===== src/rtl/wb_queue.sv =====
// Write-back queue in front of the GPR file: merges load returns and ALU results into one ordered write stream.
// Optional decode-stage forwarding from queued entries is built when WB_FWD_EN is defined.
module wb_queue #(
  parameter int DEPTH = 4,
  parameter int PTR_W = 2
) (
  input  logic        clk,
  input  logic        rst,
  input  logic        mem_valid,
  input  logic [4:0]  mem_dst,
  input  logic [31:0] mem_data,
  input  logic        alu_valid,
  input  logic [4:0]  alu_dst,
  input  logic [31:0] alu_data,
  input  logic        alu_ovf,
  output logic        wb_stall,
  output logic        wb_err,
  output logic        gpr_we,
  output logic [4:0]  gpr_writereg,
  output logic [31:0] gpr_writedata,
  output logic        gpr_upover,
  input  logic [4:0]  rd_addr1,
  input  logic [4:0]  rd_addr2,
  output logic        fwd_hit1,
  output logic        fwd_hit2,
  output logic [31:0] fwd_data1,
  output logic [31:0] fwd_data2
);

  typedef struct packed {
    logic        we;
    logic        ovf;
    logic [4:0]  dst;
    logic [31:0] data;
  } entry_t;

  localparam logic [PTR_W:0] STALL_ABOVE = (PTR_W+1)'(DEPTH - 2);

  entry_t           q_mem [DEPTH];
  logic [PTR_W-1:0] rd_ptr;
  logic [PTR_W-1:0] wr_ptr;
  logic [PTR_W:0]   count;

  logic             mem_push;
  logic             alu_push;
  logic             pop;
  logic [1:0]       npush;
  logic [PTR_W-1:0] alu_slot;
  entry_t           mem_ent;
  entry_t           alu_ent;
  entry_t           head;

  assign wb_stall = (count > STALL_ABOVE);
  assign pop      = (count != '0);

  assign mem_push = !wb_stall && mem_valid && (mem_dst != 5'd0);
  // An overflowing addi is queued even to r0 so the trap strobe still reaches the file.
  assign alu_push = !wb_stall && alu_valid && (alu_ovf || (alu_dst != 5'd0));
  assign npush    = {1'b0, mem_push} + {1'b0, alu_push};
  assign alu_slot = wr_ptr + PTR_W'(mem_push);

  assign mem_ent = '{we: 1'b1, ovf: 1'b0, dst: mem_dst, data: mem_data};
  assign alu_ent = '{we: !alu_ovf, ovf: alu_ovf, dst: alu_dst, data: alu_data};

  always_ff @(posedge clk) begin
    if (mem_push) q_mem[wr_ptr] <= mem_ent;
    if (alu_push) q_mem[alu_slot] <= alu_ent;
  end

  always_ff @(posedge clk or negedge rst) begin
    if (!rst) begin
      rd_ptr <= '0;
      wr_ptr <= '0;
      count  <= '0;
      wb_err <= 1'b0;
    end else begin
      rd_ptr <= rd_ptr + PTR_W'(pop);
      wr_ptr <= wr_ptr + PTR_W'(npush);
      count  <= count + (PTR_W+1)'(npush) - (PTR_W+1)'(pop);
      if (wb_stall && (mem_valid || alu_valid)) wb_err <= 1'b1;
    end
  end

  assign head = q_mem[rd_ptr];

  always_comb begin
    gpr_we        = 1'b0;
    gpr_upover    = 1'b0;
    gpr_writereg  = 5'd0;
    gpr_writedata = 32'd0;
    if (pop) begin
      gpr_we        = head.we;
      gpr_upover    = head.ovf;
      gpr_writereg  = head.dst;
      gpr_writedata = head.data;
    end
  end

`ifdef WB_FWD_EN
  // Scan oldest to youngest so the last match left standing is the youngest.
  always_comb begin
    fwd_hit1  = 1'b0;
    fwd_hit2  = 1'b0;
    fwd_data1 = 32'd0;
    fwd_data2 = 32'd0;
    for (int i = 0; i < DEPTH; i++) begin
      if (((PTR_W+1)'(i) < count) && q_mem[rd_ptr + PTR_W'(i)].we) begin
        if ((rd_addr1 != 5'd0) && (q_mem[rd_ptr + PTR_W'(i)].dst == rd_addr1)) begin
          fwd_hit1  = 1'b1;
          fwd_data1 = q_mem[rd_ptr + PTR_W'(i)].data;
        end
        if ((rd_addr2 != 5'd0) && (q_mem[rd_ptr + PTR_W'(i)].dst == rd_addr2)) begin
          fwd_hit2  = 1'b1;
          fwd_data2 = q_mem[rd_ptr + PTR_W'(i)].data;
        end
      end
    end
  end
`else
  logic unused_rd_addr;
  assign unused_rd_addr = ^{rd_addr1, rd_addr2};
  assign fwd_hit1  = 1'b0;
  assign fwd_hit2  = 1'b0;
  assign fwd_data1 = 32'd0;
  assign fwd_data2 = 32'd0;
`endif

endmodule


===== config.mk =====
export PLATFORM = sky130hd
export DESIGN_NAME = wb_queue
export DESIGN_NICKNAME = d
export VERILOG_FILES = /design/src/rtl/wb_queue.sv
export SDC_FILE = /design/constraint.sdc
export NUM_CORES = 1
export LEC_CHECK = 0
export ABC_AREA = 1
export BUFFER_PORTS_ARGS = -buffer_cell sky130_fd_sc_hd__clkbuf_2
export CORE_ASPECT_RATIO = 2
export CORE_UTILIZATION = 56
export DETAILED_ROUTE_END_ITERATION = 6
export HOLD_SLACK_MARGIN = 0.1
export PLACE_DENSITY_LB_ADDON = 0.15
export SYNTH_ARGS = -nofsm -noshare
export SYNTH_HDL_FRONTEND = slang
export SYNTH_SLANG_ARGS = --single-unit

===== constraint.sdc =====
create_clock -name clk -period 4.05 [get_ports clk]
set_input_delay 1.215 -clock clk [delete_from_list [all_inputs] [get_ports clk]]
set_output_delay 1.215 -clock clk [all_outputs]
set_load 0.01 [all_outputs]

==> qor.yml, run 1 <==
ctsHoldBuffers: 0
first_pass_iters: 5
area_growth_pct: 11.1
setup_viol: 0
ys_types: 26
dr_total_vias: 8207
nets: 1295
grt-ovfl-total: 0
cts.clk_slew.worst_paths_ns: 0.06
fin_crit_ns: 3.36
via_per_inst: 5.79
hold_viol: 0
register_area_um2: 4890
critPathLaunchType: "flop"
fin_tns_setup_ns: 0
fin_util_pct: 63.4
setup_ws_ns: 0.695
critPathMaxFanout: 30
place_ws_ns: 0.586
drtIter0Drc: 582
p_comb_share_pct: 48.9
dp.cells: 1386
power_density_nw_per_um2: 762
swShare_pct: 44.2
antenna_cells: 0
ios: 196
drv_slew: 0
die_area_um2: 17600
start_util_pct: 57.1
multiInputGateArea_um2: 3920
cts_tree: "built"
syn_inst: 1123
gp_congestion: 0.783
globalRouteMet1Util_pct: 31.8
path_class: "reg -> out"
internal-power_mw: 4.52
cp.arrival_ns: 2.14
grtUsageMet2_pct: 55.4
critPathCaptureType: "output port"
syn_area_per_cell_um2: 8.52
max_slew_margin_pct: 34.5
grt_util_met3_pct: 5.00
routed_wl_um: 25500
cp_data_required_time_ns: 2.83
post_cts_buffers: 0
switching_power_mw: 3.58
track_usage_pct: 30.0
yosysWarnings: 0
total_power_mw: 8.10
drv_cap: 0
insertion_delay_ns: 0.43
cp-startpoint: "rd_ptr[1]$_DFF_PN0_"
post-dp-hpwl_um: 15300
fillers: 1448
hold_start: "wb_err$_DFFE_PN0P_"
die_w_um: 94.4
grt_pass1_vias: 7727
numPortBuffers: 119
clk_path_buf_depth: 2
cts_made_buffers: 17
period_share_pct: 82.8
fmaxAchievable_mhz: 298
r2r-start: "count[1]$_DFF_PN0_"
worst_slew_pin_slew_ns: 0.982
seqPwrFrac_pct: 32.2
grt_max_degree: 94
drive_above_1_share_pct: 16.8
holdCritPathClass: "reg -> reg"
wl_per_cell_um: 18.0
skew_ns: 0.00874
grt_pass1_wl_um: 39600
rows: 67
synthesis.area_um2: 9570
fin_cells: 1418
antenna_left: 0
ys_ff_latch: 164
status: "complete, no violations"
cts_root_buf: "clkbuf_16"
cts_resized: 0
die_h_um: 187
antenna_found_initial: 0
clkPwrFrac_pct: 18.9
seq_area_frac_synth_pct: 51.0
coreArea_um2: 16800
rsz0062_at_grt: "no"
grt_busiest_layer: "met2"
max-vdd-ir-drop_mv: 0.487
drc_errors: 0
p_leak_nw: 4.60
cts_max_level: 4
clock-sinks: 164
==> cell usage in the layout, fill, tap and decap left out, types with 3 or more instances in the layout <==
cell	count
clkbuf_2	119
inv_2	3
nand4_1	148
nand2_2	3
o21ai_0	78
inv_1	21
dfrtp_1	6
clkinvlp_4	3
buf_12	6
o21ai_4	4
inv_6	3
nand2_1	309
a21oi_1	39
conb_1	66
buf_4	26
ha_1	7
nor2_1	166
edfxtp_1	156
nand3_2	4
clkbuf_16	17
nor2_4	5
xor2_1	3
clkinv_4	5
==> layer usage <==
metal	up-vias	share of wire, %	routed length, um
met2	381	56	14200
li1	3892	-	-
met5	-	0	0
met3	59	6.5	1650
met1	3875	35	8910
met4	0	3.0	765
==> power groups by stage <==
stage                     combinational (mW)  clock, mW  sequential (mW)
after detailed placement                3.96          0             2.64
after floorplan                         2.63          0             2.61
after CTS                               3.97       1.54             2.60
after global placement                  3.89          0             2.62
final                                   3.96       1.53             2.60
after global routing                    4.34       1.60             2.64
==> cell families (layout without fill, tap and decap cells) <==
family,after synthesis,after routing,synth area share [%]
buffers and inverters,185,208,11.5
and+or+nand+nor,638,638,29.5
AOI/OAI and AO/OA,122,122,6.38
adders and majority gates,8,8,1.12
other,1,66,0.0392
xor gates and xnor gates,5,5,0.458
DFF,164,164,51.0
==> metrics by stage <==
stage | hold slack, ns | instance area [um2]
after floorplan | 0.473 | 9830
after global placement | 0.449 | 10100
after detailed placement | 0.467 | 10100
after CTS | 0.481 | 10600
after global routing | 0.493 | 10600
final | 0.478 | 10600
==> final timing paths <==
kind / end / slack (ns) / cells after the start
setup / recovery: gpr_writedata[17] / 0.69 / 6
hold / removal: wb_err$_DFFE_PN0P_ / 0.48 / 2
setup reg to reg: count[2]$_DFF_PN0_ / 1.33 / 12
hold reg to reg: wb_err$_DFFE_PN0P_ / 0.48 / 2
max in group asynchronous: rd_ptr[0]$_DFF_PN0_ / 3.20 / 1
min in group asynchronous: count[0]$_DFF_PN0_ / 0.64 / 1
==> sequential cells by signal, summed over array words and instances, names as in the netlist <==
| name | cells |
|---|---|
| count | 3 |
| q_mem | 156 |
| rd_ptr | 2 |
| wr_ptr | 2 |
| wb_err | 1 |
==> worst max-delay path, stage by stage, from the launching register on <==
cell and delay (ns):
dfrtp_2 0.36, clkinv_1 0.29, buf_4 0.39, nor2_1 0.13
o21ai_0 0.08, a21oi_1 0.26, clkbuf_2 0.19
==> Yosys cell counts, drive strengths merged <==
cell type  instances  area [um2]
a21oi             39         195
buf              133         902
clkbuf            27         101
conb               1        3.75
dfrtp              8         200
edfxtp           156        4680
fa                 1        20.0
ha                 7        87.6
inv               25        93.8
nand2            312        1180
nand3              5        40.0
nand4            148         926
nor2             172         672
nor3               1        5.00
o21ai             83         415
xnor2              2        17.5
xor2               3        26.3
==> layout make-up <==
cell class | instances | area share, %
repair buffers | 151 | 8.57
inverters | 25 | 0.883
well taps | 207 | 2.44
flip-flops and latches | 164 | 46.0
multi-input cells | 839 | 36.9
clock inverters | 13 | 1.19
clock buffers | 19 | 4.07
Note: power is estimated with default switching activity, not from simulation.
==> run 2: changes to the inputs <==
clock period = 3.5 ns   (was 4.05 ns; I/O delays follow)
==> run 2 against run 1 <==
Compared with the run above: utilization is 0.69 points higher; power is 19% higher; combinational power is 17% higher; via count is 0.37% lower; first-iteration DRC count is 1.4% lower; die area stayed put; register-to-register slack worse by 0.49 ns; critical path depth stayed put; critical path type unchanged; largest cell class unchanged.
==> qor.yml, run 2 (synthesis results as in run 1) <==
post-dp-hpwl_um: 15600  # was 15300 um
antenna_left: 0  # unchanged
die_area_um2: 17600  # unchanged
ios: 196  # unchanged
dp.cells: 1389  # was 1386
cpPeakStageDelay_ns: 0.38  # was 0.39 ns
cp_top_family: "buffers and inverters"  # unchanged
power_density_nw_per_um2: 897  # was 762 nW/um2
cts_max_level: 4  # unchanged
clock-sinks: 164  # unchanged
coreArea_um2: 16800  # unchanged
fin_tns_setup_ns: 0  # unchanged
cts_made_buffers: 17  # unchanged
rows: 67  # unchanged
start_util_pct: 57.1  # unchanged
fin_util_pct: 64.1  # was 63.4%
antenna_cells: 0  # unchanged
period_share_pct: 91.8
fmaxAchievable_mhz: 311
grt-ovfl-total: 0  # unchanged
rsz0062_at_grt: "no"  # unchanged
cts_resized: 0  # unchanged
clk_path_buf_depth: 2  # unchanged
insertion_delay_ns: 0.43  # about the same
die_h_um: 187  # unchanged
cts_tree: "built"  # unchanged
hold_viol: 0  # unchanged
p_leak_nw: 4.64  # was 4.60 nW
crit_path_cell_trace: "clkinv_1 > buf_12 > nor2_1 > o21ai_0 > a21oi_1 > clkbuf_2"  # was clkinv_1 > buf_4 > nor2_1 > o21ai_0 > a21oi_1 > clkbuf_2
via_per_inst: 5.75  # was 5.79
post_cts_buffers: 0  # unchanged
drive_above_1_share_pct: 16.9  # was 16.8%
critPathLaunchType: "flop"  # unchanged
status: "complete, no violations"  # unchanged
skew_ns: 0.00785  # was 0.00874 ns
wl_per_cell_um: 18.2  # was 18.0 um
setup_viol: 0  # unchanged
drv_slew: 0  # unchanged
final_cell_mix: "nand2_1, nor2_1, edfxtp_1"  # unchanged
regMostFlops: "q_mem"  # unchanged
fin_cells: 1421  # was 1418
max-vdd-ir-drop_mv: 0.596  # was 0.487 mV
grt_pass1_wl_um: 40100  # was 39600 um
final_area_um2: 10700  # was 10600 um2
drc_errors: 0  # unchanged
nets: 1298  # was 1295
path_buf_inv: 3  # unchanged
placed_cell_area_um2: 10100  # about the same
largest_reg_flops: 156  # unchanged
cp_data_required_time_ns: 2.45  # was 2.83 ns
die_w_um: 94.4  # unchanged
slowest_stage: "clkinv_1"  # was buf_4
final_common_cell: "nand2_1"  # unchanged
routed_wl_um: 25800  # was 25500 um
first_pass_iters: 5  # unchanged
whs_ns: 0.470  # was 0.478 ns
top_regs: "q_mem x156, count x3"  # unchanged
critPathCaptureType: "output port"  # unchanged
cts.clk_slew.worst_paths_ns: 0.07  # was 0.06 ns
grt_pass1_vias: 7848  # was 7727
grt_max_degree: 114  # was 94
drtIter0Drc: 574  # was 582
critPathMaxFanout: 28  # was 30
numPortBuffers: 119  # unchanged
track_usage_pct: 30.8  # was 30.0%
drv_cap: 0  # unchanged
path_class: "reg -> out"  # unchanged
area_growth_pct: 12.3  # was 11.1%
ctsHoldBuffers: 0  # unchanged
fin_crit_ns: 3.21
cp.arrival_ns: 2.16  # was 2.14 ns
max_slew_margin_pct: 18.9  # was 34.5%
antenna_found_initial: 0  # unchanged
dr_total_vias: 8177  # was 8207
worst_slew_pin_slew_ns: 1.22  # was 0.982 ns
gp_congestion: 0.822  # was 0.783
fillers: 1434  # was 1448
cts_root_buf: "clkbuf_16"  # unchanged
holdCritPathClass: "in -> async"  # was reg -> reg
-- run 2: changes by cell type in the layout (fill, tap and decap cells not counted), sizes merged --
cell / previous run / this run
inv: 27 / 25
clkinvlp: 3 / 5
buf: 32 / 35
clkinv: 7 / 4
bufinv: 1 / 4
-- run 2: report_power, final --
group	internal, mW	leakage [nW]	switching [mW]	total [mW]
sequential	2.87	1.51	0.178	3.05
combinational	1.42	2.85	3.22	4.64
clock	1.19	0.281	0.762	1.95
total	5.48	4.64	4.16	9.64
-- run 2: worst reg2reg max path: stages, from the launching register on --
cell and delay (ns):
dfrtp_1 0.41, nand2_1 0.10, nand2_2 0.17, nor2_1 0.10
nand2_1 0.09, inv_1 0.07, ha_1 0.39, inv_1 0.15
nor2_4 0.14, nand3_2 0.27, buf_4 0.37, nand2_1 0.11
nand2_1 0.05
-- run 2: final timing paths --
| check | slack, ns | start | cells past startpoint | to |
|---|---|---|---|---|
| worst max register to register | 0.84 | count[0]$_DFF_PN0_ | 12 | q_mem[3][27]$_DFFE_PP_ |
| worst min register to register | 0.47 | wb_err$_DFFE_PN0P_ | 2 | wb_err$_DFFE_PN0P_ |
| min in group clk | 0.47 | wb_err$_DFFE_PN0P_ | 2 | wb_err$_DFFE_PN0P_ |
| worst min-delay path | 0.47 | rst | 1 | wr_ptr[1]$_DFF_PN0_ |
| max in group asynchronous | 2.82 | rst | 1 | rd_ptr[1]$_DFF_PN0_ |
| worst max-delay path | 0.29 | rd_ptr[1]$_DFF_PN0_ | 6 | gpr_writedata[22] |
-- run 2: final cells by class --
cell class                      count  area, um2  area share (%)
Sequential cell                   164       4890            45.5
Clock inverter                     13        183            1.70
Multi-Input combinational cell    839       3920            36.5
Inverter                           25       93.8           0.873
Clock buffer                       19        433            4.03
Timing Repair Buffer              154        971            9.03
Tap cell                          207        259            2.41
-- run 2: metrics by stage --
step	setup slack, ns	power [mW]
floorplan	0.140	6.06
global placement	0.230	7.62
detailed placement	0.178	7.72
CTS	0.238	9.66
global route	0.139	10.2
finish	0.286	9.64
-- run 2: routing by layer --
layer	wire, um	up-vias	track usage, %
met5	0	-	0
met4	1150	0	18.6
met3	1730	90	4.84
met2	14200	381	55.7
met1	8790	3817	32.3
li1	-	3889	-
